### config.mk
export PLATFORM = sky130hd
export DESIGN_NAME = traffic_demand_scheduler_flat
export DESIGN_NICKNAME = d
export VERILOG_FILES = /design/src/rtl/traffic_demand_scheduler_if.sv /design/src/rtl/traffic_demand_scheduler.sv /design/src/flat_wrapper.sv
export SDC_FILE = /design/constraint.sdc
export NUM_CORES = 1
export LEC_CHECK = 0
export BUFFER_PORTS_ARGS = -buffer_cell sky130_fd_sc_hd__buf_2
export CORE_ASPECT_RATIO = 0.75
export CORE_MARGIN = 2
export CORE_UTILIZATION = 45
export DETAILED_ROUTE_END_ITERATION = 10
export PLACE_DENSITY_LB_ADDON = 0.2
export SLEW_MARGIN = 20
export SYNTH_ARGS = -nofsm -noshare
export SYNTH_HDL_FRONTEND = slang
export SYNTH_SLANG_ARGS = --single-unit
### constraint.sdc
create_clock -name CLK -period 1.75 [get_ports CLK]
set_input_delay 0.0875 -clock CLK [delete_from_list [all_inputs] [get_ports CLK]]
set_output_delay 0.0875 -clock CLK [all_outputs]
set_load 0.05 [all_outputs]
### src/rtl/traffic_demand_scheduler_if.sv
// Sensor, green-status and demand/status signals between the scheduler,
// the raw detectors and the two-road light controller.
interface traffic_demand_scheduler_if;
    logic CAR_A;
    logic CAR_B;
    logic PED_A;
    logic PED_B;
    logic A_GREEN;
    logic B_GREEN;
    logic SA;
    logic SB;
    logic WAIT_A;
    logic WAIT_B;
    logic STARVE_A;
    logic STARVE_B;
    logic FAULT;

    modport master (
        output CAR_A, CAR_B, PED_A, PED_B, A_GREEN, B_GREEN,
        input  SA, SB, WAIT_A, WAIT_B, STARVE_A, STARVE_B, FAULT
    );

    modport slave (
        input  CAR_A, CAR_B, PED_A, PED_B, A_GREEN, B_GREEN,
        output SA, SB, WAIT_A, WAIT_B, STARVE_A, STARVE_B, FAULT
    );
endinterface

### src/rtl/traffic_demand_scheduler.sv
// Debounces car/ped inputs, latches per-phase demand and drives SA/SB of the
// two-road light controller while tracking its phase from the green status.
module traffic_demand_scheduler #(
    parameter int DEB_CYCLES = 4,
    parameter int WAIT_W     = 8,
    parameter int MAX_WAIT   = 30
) (
    input  logic CLK,
    input  logic RST,
    traffic_demand_scheduler_if.slave bus
);
    localparam int CW = $clog2(DEB_CYCLES);
    localparam logic [CW-1:0] CNT_LAST = CW'(DEB_CYCLES - 1);
    localparam logic [WAIT_W-1:0] WAIT_SAT = '1;
    localparam logic [WAIT_W-1:0] WAIT_LIM = WAIT_W'(MAX_WAIT);

    localparam int I_CAR_A = 0;
    localparam int I_CAR_B = 1;
    localparam int I_PED_A = 2;
    localparam int I_PED_B = 3;

    typedef enum logic [1:0] {
        TRK_A = 2'd0,
        TRK_X = 2'd1,
        TRK_B = 2'd2,
        TRK_F = 2'd3
    } trk_t;

    logic [3:0] raw;
    logic [3:0] samp;
    logic [3:0] deb;
    logic [3:0] deb_q;
    logic [3:0][CW-1:0] cnt;

    trk_t state;
    trk_t state_nxt;
    logic enter_a;
    logic enter_b;
    logic to_fault;

    logic carreq_a;
    logic carreq_b;
    logic pedreq_a;
    logic pedreq_b;
    logic req_a;
    logic req_b;
    logic rise_ped_a;
    logic rise_ped_b;

    logic [WAIT_W-1:0] wait_a;
    logic [WAIT_W-1:0] wait_b;

    assign raw = {bus.PED_B, bus.PED_A, bus.CAR_B, bus.CAR_A};

    // One sampling flop per input, then a run-length debouncer.
    always_ff @(posedge CLK) begin
        if (RST) begin
            samp  <= '0;
            deb   <= '0;
            deb_q <= '0;
            cnt   <= '0;
        end else begin
            samp  <= raw;
            deb_q <= deb;
            for (int i = 0; i < 4; i++) begin
                if (samp[i] == deb[i]) begin
                    cnt[i] <= '0;
                end else if (cnt[i] == CNT_LAST) begin
                    deb[i] <= samp[i];
                    cnt[i] <= '0;
                end else begin
                    cnt[i] <= cnt[i] + 1'b1;
                end
            end
        end
    end

    assign rise_ped_a = deb[I_PED_A] & ~deb_q[I_PED_A];
    assign rise_ped_b = deb[I_PED_B] & ~deb_q[I_PED_B];

    always_ff @(posedge CLK) begin
        if (RST) begin
            state <= TRK_A;
        end else begin
            state <= state_nxt;
        end
    end

    always_comb begin
        state_nxt = state;
        unique case (state)
            TRK_A: begin
                if (!bus.A_GREEN) state_nxt = TRK_X;
            end
            TRK_X: begin
                if (bus.B_GREEN) begin
                    state_nxt = TRK_B;
                end else if (bus.A_GREEN) begin
                    state_nxt = TRK_A;
                end
            end
            TRK_B: begin
                if (!bus.B_GREEN) state_nxt = TRK_X;
            end
            default: state_nxt = TRK_F;
        endcase
        if (bus.A_GREEN && bus.B_GREEN) state_nxt = TRK_F;
    end

    assign enter_a  = (state != TRK_A) && (state_nxt == TRK_A);
    assign enter_b  = (state != TRK_B) && (state_nxt == TRK_B);
    assign to_fault = (state_nxt == TRK_F);

    // Service clear wins over a same-cycle set; a lost button edge stays lost.
    always_ff @(posedge CLK) begin
        if (RST || to_fault) begin
            carreq_a <= 1'b0;
            carreq_b <= 1'b0;
            pedreq_a <= 1'b0;
            pedreq_b <= 1'b0;
        end else begin
            carreq_a <= !enter_a && (carreq_a || deb[I_CAR_A]);
            pedreq_b <= !enter_a && (pedreq_b || rise_ped_b);
            carreq_b <= !enter_b && (carreq_b || deb[I_CAR_B]);
            pedreq_a <= !enter_b && (pedreq_a || rise_ped_a);
        end
    end

    assign req_a = carreq_a | pedreq_b;
    assign req_b = carreq_b | pedreq_a;

    always_ff @(posedge CLK) begin
        if (RST) begin
            wait_a <= '0;
            wait_b <= '0;
        end else begin
            if (!req_a) begin
                wait_a <= '0;
            end else if (wait_a != WAIT_SAT) begin
                wait_a <= wait_a + 1'b1;
            end
            if (!req_b) begin
                wait_b <= '0;
            end else if (wait_b != WAIT_SAT) begin
                wait_b <= wait_b + 1'b1;
            end
        end
    end

    // Starve is gated by the live request so it drops one edge after a clear.
    always_ff @(posedge CLK) begin
        if (RST) begin
            bus.SA       <= 1'b0;
            bus.SB       <= 1'b0;
            bus.WAIT_A   <= 1'b0;
            bus.WAIT_B   <= 1'b0;
            bus.STARVE_A <= 1'b0;
            bus.STARVE_B <= 1'b0;
            bus.FAULT    <= 1'b0;
        end else begin
            bus.SA       <= (state == TRK_B) && req_a;
            bus.SB       <= (state == TRK_A) && req_b;
            bus.WAIT_A   <= pedreq_a;
            bus.WAIT_B   <= pedreq_b;
            bus.STARVE_A <= req_a && (wait_a >= WAIT_LIM);
            bus.STARVE_B <= req_b && (wait_b >= WAIT_LIM);
            bus.FAULT    <= (state == TRK_F);
        end
    end
endmodule

### src/flat_wrapper.sv
// flat-port wrapper written by rule: the top's interface ports become plain ports
module traffic_demand_scheduler_flat 
#(
    parameter int DEB_CYCLES = 4,
    parameter int WAIT_W     = 8,
    parameter int MAX_WAIT   = 30
)
  (CLK, RST, bus_CAR_A, bus_CAR_B, bus_PED_A, bus_PED_B, bus_A_GREEN, bus_B_GREEN, bus_SA, bus_SB, bus_WAIT_A, bus_WAIT_B, bus_STARVE_A, bus_STARVE_B, bus_FAULT);
  traffic_demand_scheduler_if bus_i ();
  input  logic CLK;
  input  logic RST;
  input wire logic [$bits(bus_i.CAR_A)-1:0] bus_CAR_A;
  input wire logic [$bits(bus_i.CAR_B)-1:0] bus_CAR_B;
  input wire logic [$bits(bus_i.PED_A)-1:0] bus_PED_A;
  input wire logic [$bits(bus_i.PED_B)-1:0] bus_PED_B;
  input wire logic [$bits(bus_i.A_GREEN)-1:0] bus_A_GREEN;
  input wire logic [$bits(bus_i.B_GREEN)-1:0] bus_B_GREEN;
  output wire logic [$bits(bus_i.SA)-1:0] bus_SA;
  output wire logic [$bits(bus_i.SB)-1:0] bus_SB;
  output wire logic [$bits(bus_i.WAIT_A)-1:0] bus_WAIT_A;
  output wire logic [$bits(bus_i.WAIT_B)-1:0] bus_WAIT_B;
  output wire logic [$bits(bus_i.STARVE_A)-1:0] bus_STARVE_A;
  output wire logic [$bits(bus_i.STARVE_B)-1:0] bus_STARVE_B;
  output wire logic [$bits(bus_i.FAULT)-1:0] bus_FAULT;
  assign bus_i.CAR_A = bus_CAR_A;
  assign bus_i.CAR_B = bus_CAR_B;
  assign bus_i.PED_A = bus_PED_A;
  assign bus_i.PED_B = bus_PED_B;
  assign bus_i.A_GREEN = bus_A_GREEN;
  assign bus_i.B_GREEN = bus_B_GREEN;
  assign bus_SA = bus_i.SA;
  assign bus_SB = bus_i.SB;
  assign bus_WAIT_A = bus_i.WAIT_A;
  assign bus_WAIT_B = bus_i.WAIT_B;
  assign bus_STARVE_A = bus_i.STARVE_A;
  assign bus_STARVE_B = bus_i.STARVE_B;
  assign bus_FAULT = bus_i.FAULT;
  traffic_demand_scheduler #(.DEB_CYCLES(DEB_CYCLES), .WAIT_W(WAIT_W), .MAX_WAIT(MAX_WAIT)) u_core (.CLK(CLK), .RST(RST), .bus(bus_i));
endmodule
==> impl_metrics.yaml, run 1 <==
outcome:
  run_status: "finished clean"
drt:
  drt-total-wl_mm: 3.11
  drt-vias-per-instance: 5.17
  drc_errors: 0
  ant_nets: 0
  firstDrtPassIters: 4
  drtIter0Drc: 53
  avgRoutedWirePerCell_um: 11.2
  vias: 1437
critical_path:
  path_class: "reg -> reg"
  crit_required_ps: 1940
  critical_path.cell_chain: "ha_1, and3_1, a211oi_2, mux2_2"
  critPathSlowestCell: "dfxtp_1"
  cp_max_fo: 6
  slowest_delay_ps: 360
  cp-start-kind: "flip-flop"
  worstSetupEndpointType: "flip-flop"
  arrival_ps: 1710
final_layout:
  layout-drive-gt1-share_pct: 11.7
  insertedDiodeCount: 0
  syn_to_final_growth_pct: 11.4
  final_cell_count_no_fill: 278
  finalInstanceArea_mm2: 0.00212
  n_fill_cell: 398
  layout.cells.most_common: "dfxtp_1"
  final_nets: 238
  final_cell_mix: "47 x dfxtp_1, 23 x nor2_1, 19 x nor3_1, 14 x buf_2, 13 x a21oi_1"
timing:
  drv_slew: 0
  tns_ps: 0
  finalSetupViolCount: 0
  fin_skew_ps: 4.89
  slew_headroom_pct: 65.9
  fin_crit_ps: 1520
  min_period_over_period_pct: 86.7
  fmax_mhz: 659
  final_hold_viol_count: 0
  tightest_slew_ps: 510
  rsz0062_at_grt: "no"
clock_network:
  cts_tree: "yes"
  clk_latency_ps: 290
  postCtsSetupBuffers: 0
  htreeDepth: 2
  clock_path_buffers: 2
  cts_buffers: 5
  cts_sinks: 47
  cts_root_buffer: "clkbuf_8"
  clkTransAtPathRegs_ps: 80
run:
  cap_viol_max_count: 0
die:
  die_w_um: 79.1
  rows: 20
  fp.dieH_um: 60.3
  coreArea_mm2: 0.00405
  die_area_mm2: 0.00477
  start_util_pct: 46.9
  ioPinCount: 15
logic_synthesis:
  synth_fa_ha_area_share_pct: 5.26
  synth_compound_area_share_pct: 12.1
  syn-cell-area_mm2: 0.00190
  synth-xor-area-share_pct: 1.84
  ys_warn_count: 0
  synth_fp_nets: 220
  synth.mux.area_fraction_pct: 2.70
  syn-instance-count: 204
  yosys.area_share.simple_pct: 23.8
  synth_seq_area_share_pct: 49.4
  synth_top_family_by_area: "simple AND/OR/NAND/NOR gates"
  synth-seq-cells: 47
  yosysUniqueCellTypes: 35
  syn-mean-instance-area_um2: 9.33
global_route:
  grt_pass1_wl_mm: 5.53
  grt-ovfl-total: 0
  grt_pass1_vias: 1261
  track_usage_pct: 14.8
  antenna_found_initial: 0
  grt_max_degree: 18
power:
  powerDensity_mw_per_mm2: 871
  combPwrFrac_pct: 3.1
  ir_worst_vdd_mv: 0.306
  seqPwrFrac_pct: 59.3
  total_power_uw: 1850
  p_sw_share_pct: 20.3
  power.switching_uw: 375
  leakage_uw: 0.000793
  internal_power_uw: 1470
  clock_power_share_pct: 37.6
placed_design:
  numPortBuffers: 14
  dp_cells: 269
  place.gp.congestion: 0.876
  placed_area_mm2: 0.00201
  hpwl_mm: 2.20
worst_hold_path:
  hp-class: "in -> reg"
-- synth_stat cells --
library cell / instances / area, µm²
dfxtp_1: 47 / 941
nor2_1: 23 / 86.3
nor3_1: 19 / 95.1
a21oi_1: 13 / 65.1
inv_1: 12 / 45.0
ha_1: 8 / 100
nor2b_1: 8 / 50.1
nand2_1: 7 / 26.3
a31oi_1: 6 / 37.5
and3_1: 5 / 31.3
nand3_1: 5 / 25.0
a211oi_1: 4 / 30.0
mux2i_1: 4 / 40.0
nand4_1: 4 / 25.0
o21ai_0: 4 / 20.0
o21bai_1: 4 / 30.0
or3_1: 4 / 25.0
xnor2_1: 4 / 35.0
buf_6: 3 / 33.8
nor4b_1: 3 / 26.3
and4_1: 2 / 17.5
nor3b_1: 2 / 15.0
a211oi_2: 1 / 12.5
buf_2: 1 / 5.00
clkbuf_1: 1 / 3.75
clkbuf_2: 1 / 5.00
mux2_2: 1 / 11.3
nand2b_1: 1 / 6.26
nand3b_1: 1 / 7.51
nor4_1: 1 / 6.26
nor4bb_1: 1 / 10.0
o2111ai_1: 1 / 8.76
o21ba_2: 1 / 10.0
o31a_1: 1 / 8.76
o31ai_1: 1 / 7.51
-- sequential cells by signal, indices dropped and copies added, names as in the netlist, 2 cells and up --
| register | count |
|---|---|
| u_core.wait_b | 8 |
| u_core.deb | 4 |
| u_core.cnt | 8 |
| u_core.deb_q | 2 |
| u_core.samp | 4 |
| u_core.wait_a | 8 |
| u_core.state | 2 |
-- cell type report --
type                            count  area [µm²]  share of cell area, %
Inverter                           12        45.0                   2.13
Tap cell                           55        68.8                   3.25
Sequential cell                    47         941                   44.4
Clock buffer                        8         100                   4.72
Timing Repair Buffer               17        95.1                   4.49
Multi-Input combinational cell    139         870                   41.0
-- per-stage QoR --
step                hold WS (ps)  setup slack (ps)  utilization [%]
floorplan                    216               317                -
global placement             297               270             49.6
detailed placement           305               236             49.6
CTS                         5.29               230             52.3
global route                25.0               147             52.3
finish                      12.3               232             52.3
-- per-layer routing --
metal,vias up,global-route usage (%),wire length (µm)
met5,-,0,0
met4,0,6.65,55
met3,8,4.23,145
met2,24,22.3,1290
met1,649,20.0,1620
li1,756,-,-
-- critical path: cells and delay by family (launching register included) --
family	cells	cell delay, ps
and+or+nand+nor	1	250
adders and majority gates	1	260
DFF	1	360
AOI/OAI and AO/OA	1	200
muxes	1	350
-- worst paths after layout --
path,start,end,slack (ps),depth (start not counted)
hold / removal,bus_PED_B,u_core.samp[3]$_SDFF_PP0_,10,2
setup reg to reg,u_core.wait_a[1]$_SDFFE_PP0P_,u_core.wait_a[5]$_SDFFE_PP0P_,230,4
setup / recovery,u_core.wait_a[1]$_SDFFE_PP0P_,u_core.wait_a[5]$_SDFFE_PP0P_,230,4
hold reg to reg,u_core.cnt[4]$_SDFF_PP0_,u_core.cnt[4]$_SDFF_PP0_,420,1
-- what timing repair did --
action	CTS	global route
endpoints found under the hold margin	1	0
setup endpoints to repair	0	0
hold buffers	1	0
gates resized for setup	0	0
-- kinds of logic after synthesis --
logic type	after synthesis
buffers and inverters	18
muxes	5
adders and majority gates	8
xor gates and xnor gates	4
and+or+nand+nor	86
DFF	47
AOI/OAI and AO/OA	36
-- power by group through the flow --
stage	registers [µW]	clock network (µW)	logic [µW]
after detailed placement	1120	0	56.3
after global placement	1120	0	54.5
after CTS	1100	721	58.2
after global routing	1100	769	65.7
final	1090	695	56.7
after floorplan	1120	0	36.1
(Power assumes the default switching activity.)
==> inputs of run 2 (changes only) <==
Clock period 1.75 ns to 1.3 ns, I/O delays scaled along.
==> run 2 against run 1 <==
Non-clock buffer count grew 19. Final cell count is 6.5% higher. Via count is 4.6% higher. Power rose by 41%. Die area unchanged. Flip-flop and latch count unchanged. Worst setup slack worse by 220 ps. Design area is 11% higher. Combinational power rose by 55%. Largest power group unchanged.
==> impl_metrics.yaml, run 2 (same netlist as run 1, synthesis figures left out) <==
power:
  p_sw_share_pct: 20.5
  total_power_uw: 2600
  combPwrFrac_pct: 3.4
  ir_worst_vdd_mv: 0.795
  clock_power_share_pct: 39.9
  power.switching_uw: 531
  internal_power_uw: 2070
  leakage_uw: 0.000884
  powerDensity_mw_per_mm2: 1110
  seqPwrFrac_pct: 56.7
die:
  die_area_mm2: 0.00477
  rows: 20
  coreArea_mm2: 0.00405
  die_w_um: 79.1
  ioPinCount: 15
  start_util_pct: 46.9
  fp.dieH_um: 60.3
timing:
  final_hold_viol_count: 0
  final.hold.worst_slack_ps: 62.5
  finalSetupViolCount: 0
  fmax_mhz: 778
  rsz0062_at_grt: "yes"
  slew_headroom_pct: 75.3
  fin_crit_ps: 1290
  tightest_slew_ps: 369
  fin_skew_ps: 6.14
  min_period_over_period_pct: 98.9
  drv_slew: 0
clock_network:
  cts_sinks: 47
  postCtsSetupBuffers: 0
  clock_path_buffers: 2
  clkTransAtPathRegs_ps: 90
  htreeDepth: 2
  cts_tree: "yes"
  cts_root_buffer: "clkbuf_8"
  clk_latency_ps: 300
  cts_buffers: 5
global_route:
  antenna_found_initial: 0
  grt_pass1_vias: 1386
  grt_pass1_wl_mm: 6.04
  grt-ovfl-total: 0
  grt_max_degree: 14
  track_usage_pct: 16.4
critical_path:
  path_class: "reg -> reg"
  cp-start-kind: "flip-flop"
  cp_max_fo: 2
  crit_required_ps: 1500
  timing.rr.start: "u_core.wait_a[0]$_SDFFE_PP0P_"
  arrival_ps: 1480
  rrSetupSlack_ps: 10
  worstSetupEndpointType: "flip-flop"
  startpoint: "u_core.wait_a[0]$_SDFFE_PP0P_"
drt:
  dr_wl_met2_mm: 1.51
  maxUsedRoutingLayer: "met4"
  ant_nets: 0
  drtIter0Drc: 107
  vias: 1503
  drt-total-wl_mm: 3.49
  wl_met1_mm: 1.78
  met3_length_um: 178
  avgRoutedWirePerCell_um: 11.8
  drt-vias-per-instance: 5.08
  firstDrtPassIters: 4
  drc_errors: 0
worst_hold_path:
  min_from: "RST"
  hp-class: "in -> reg"
final_layout:
  final_nets: 257
  n_fill_cell: 358
  insertedDiodeCount: 0
  layout.cells.most_common: "dfxtp_1"
  final_cell_mix: "41 x dfxtp_1, 23 x nor2_1, 18 x buf_4, 17 x nor3_1, 14 x buf_2"
  finalInstanceArea_mm2: 0.00234
  layout-drive-gt1-share_pct: 23.7
  reg_top3: "u_core.cnt x8, u_core.wait_a x8, u_core.wait_b x8"
  syn_to_final_growth_pct: 23.1
placed_design:
  hpwl_mm: 2.43
  numPortBuffers: 14
  place.gp.congestion: 0.905
  placed_area_mm2: 0.00215
outcome:
  run_status: "finished clean"
run:
  cap_viol_max_count: 0
-- run 2: cell count changes in the layout (fill, tap and decap cells not counted), sizes merged --
cell,delta
clkbuf,-2
buf,+16
bufinv,+1
dlygate4sd3,+3
-- run 2: cell type report --
class	count	area, µm²	area share, %
Sequential cell	47	948	40.5
Multi-Input combinational cell	139	932	39.8
Inverter	12	45.0	1.92
Clock buffer	6	72.6	3.10
Tap cell	55	68.8	2.94
Clock inverter	1	30.0	1.28
Timing Repair Buffer	36	245	10.5
-- run 2: final timing paths --
kind                                                      end  depth (start not counted)
worst max-delay path            u_core.wait_a[5]$_SDFFE_PP0P_                          4
worst min-delay path                u_core.samp[2]$_SDFF_PP0_                          2
worst max register to register  u_core.wait_a[5]$_SDFFE_PP0P_                          4
worst min register to register       u_core.cnt[2]$_SDFF_PP0_                          1
-- run 2: power by group through the flow --
stage | Sequential [µW] | Clock, µW | Combinational, µW
CTS | 1470 | 1070 | 88.4
finish | 1470 | 1040 | 87.7
global placement | 1510 | 0 | 76.8
detailed placement | 1510 | 0 | 79.5
global route | 1480 | 1120 | 100
floorplan | 1510 | 0 | 48.6
-- run 2: what timing repair did --
action	4_1_cts	5_1_grt
endpoints found under the hold margin	4	0
resized for setup	0	12
setup endpoints to repair	1	9
hold buffers	4	0
pin swaps	1	2
-- run 2: layer usage --
metal  vias up  track usage [%]
li1        799                -
met1       666             22.9
met2        36             23.7
met3         2             4.98
met4         0             6.65
met5         -                0
-- run 2: worst max-delay path: stages, from the launching register on --
cell and delay, ps:
dfxtp_2 340, ha_4 150, and3_4 180, a211oi_2 200, mux2_4 310
-- run 2: through the flow --
stage	setup WS, ps	setup TNS, ps	cells	utilization, %
floorplan	-43.4	-43.4	204	-
global placement	-3.33	-3.33	285	53.1
detailed placement	-15.2	-15.2	285	53.1
CTS	11.4	0	296	56.6
global route	-38.6	-73.2	296	57.8
finish	14.5	0	296	57.8
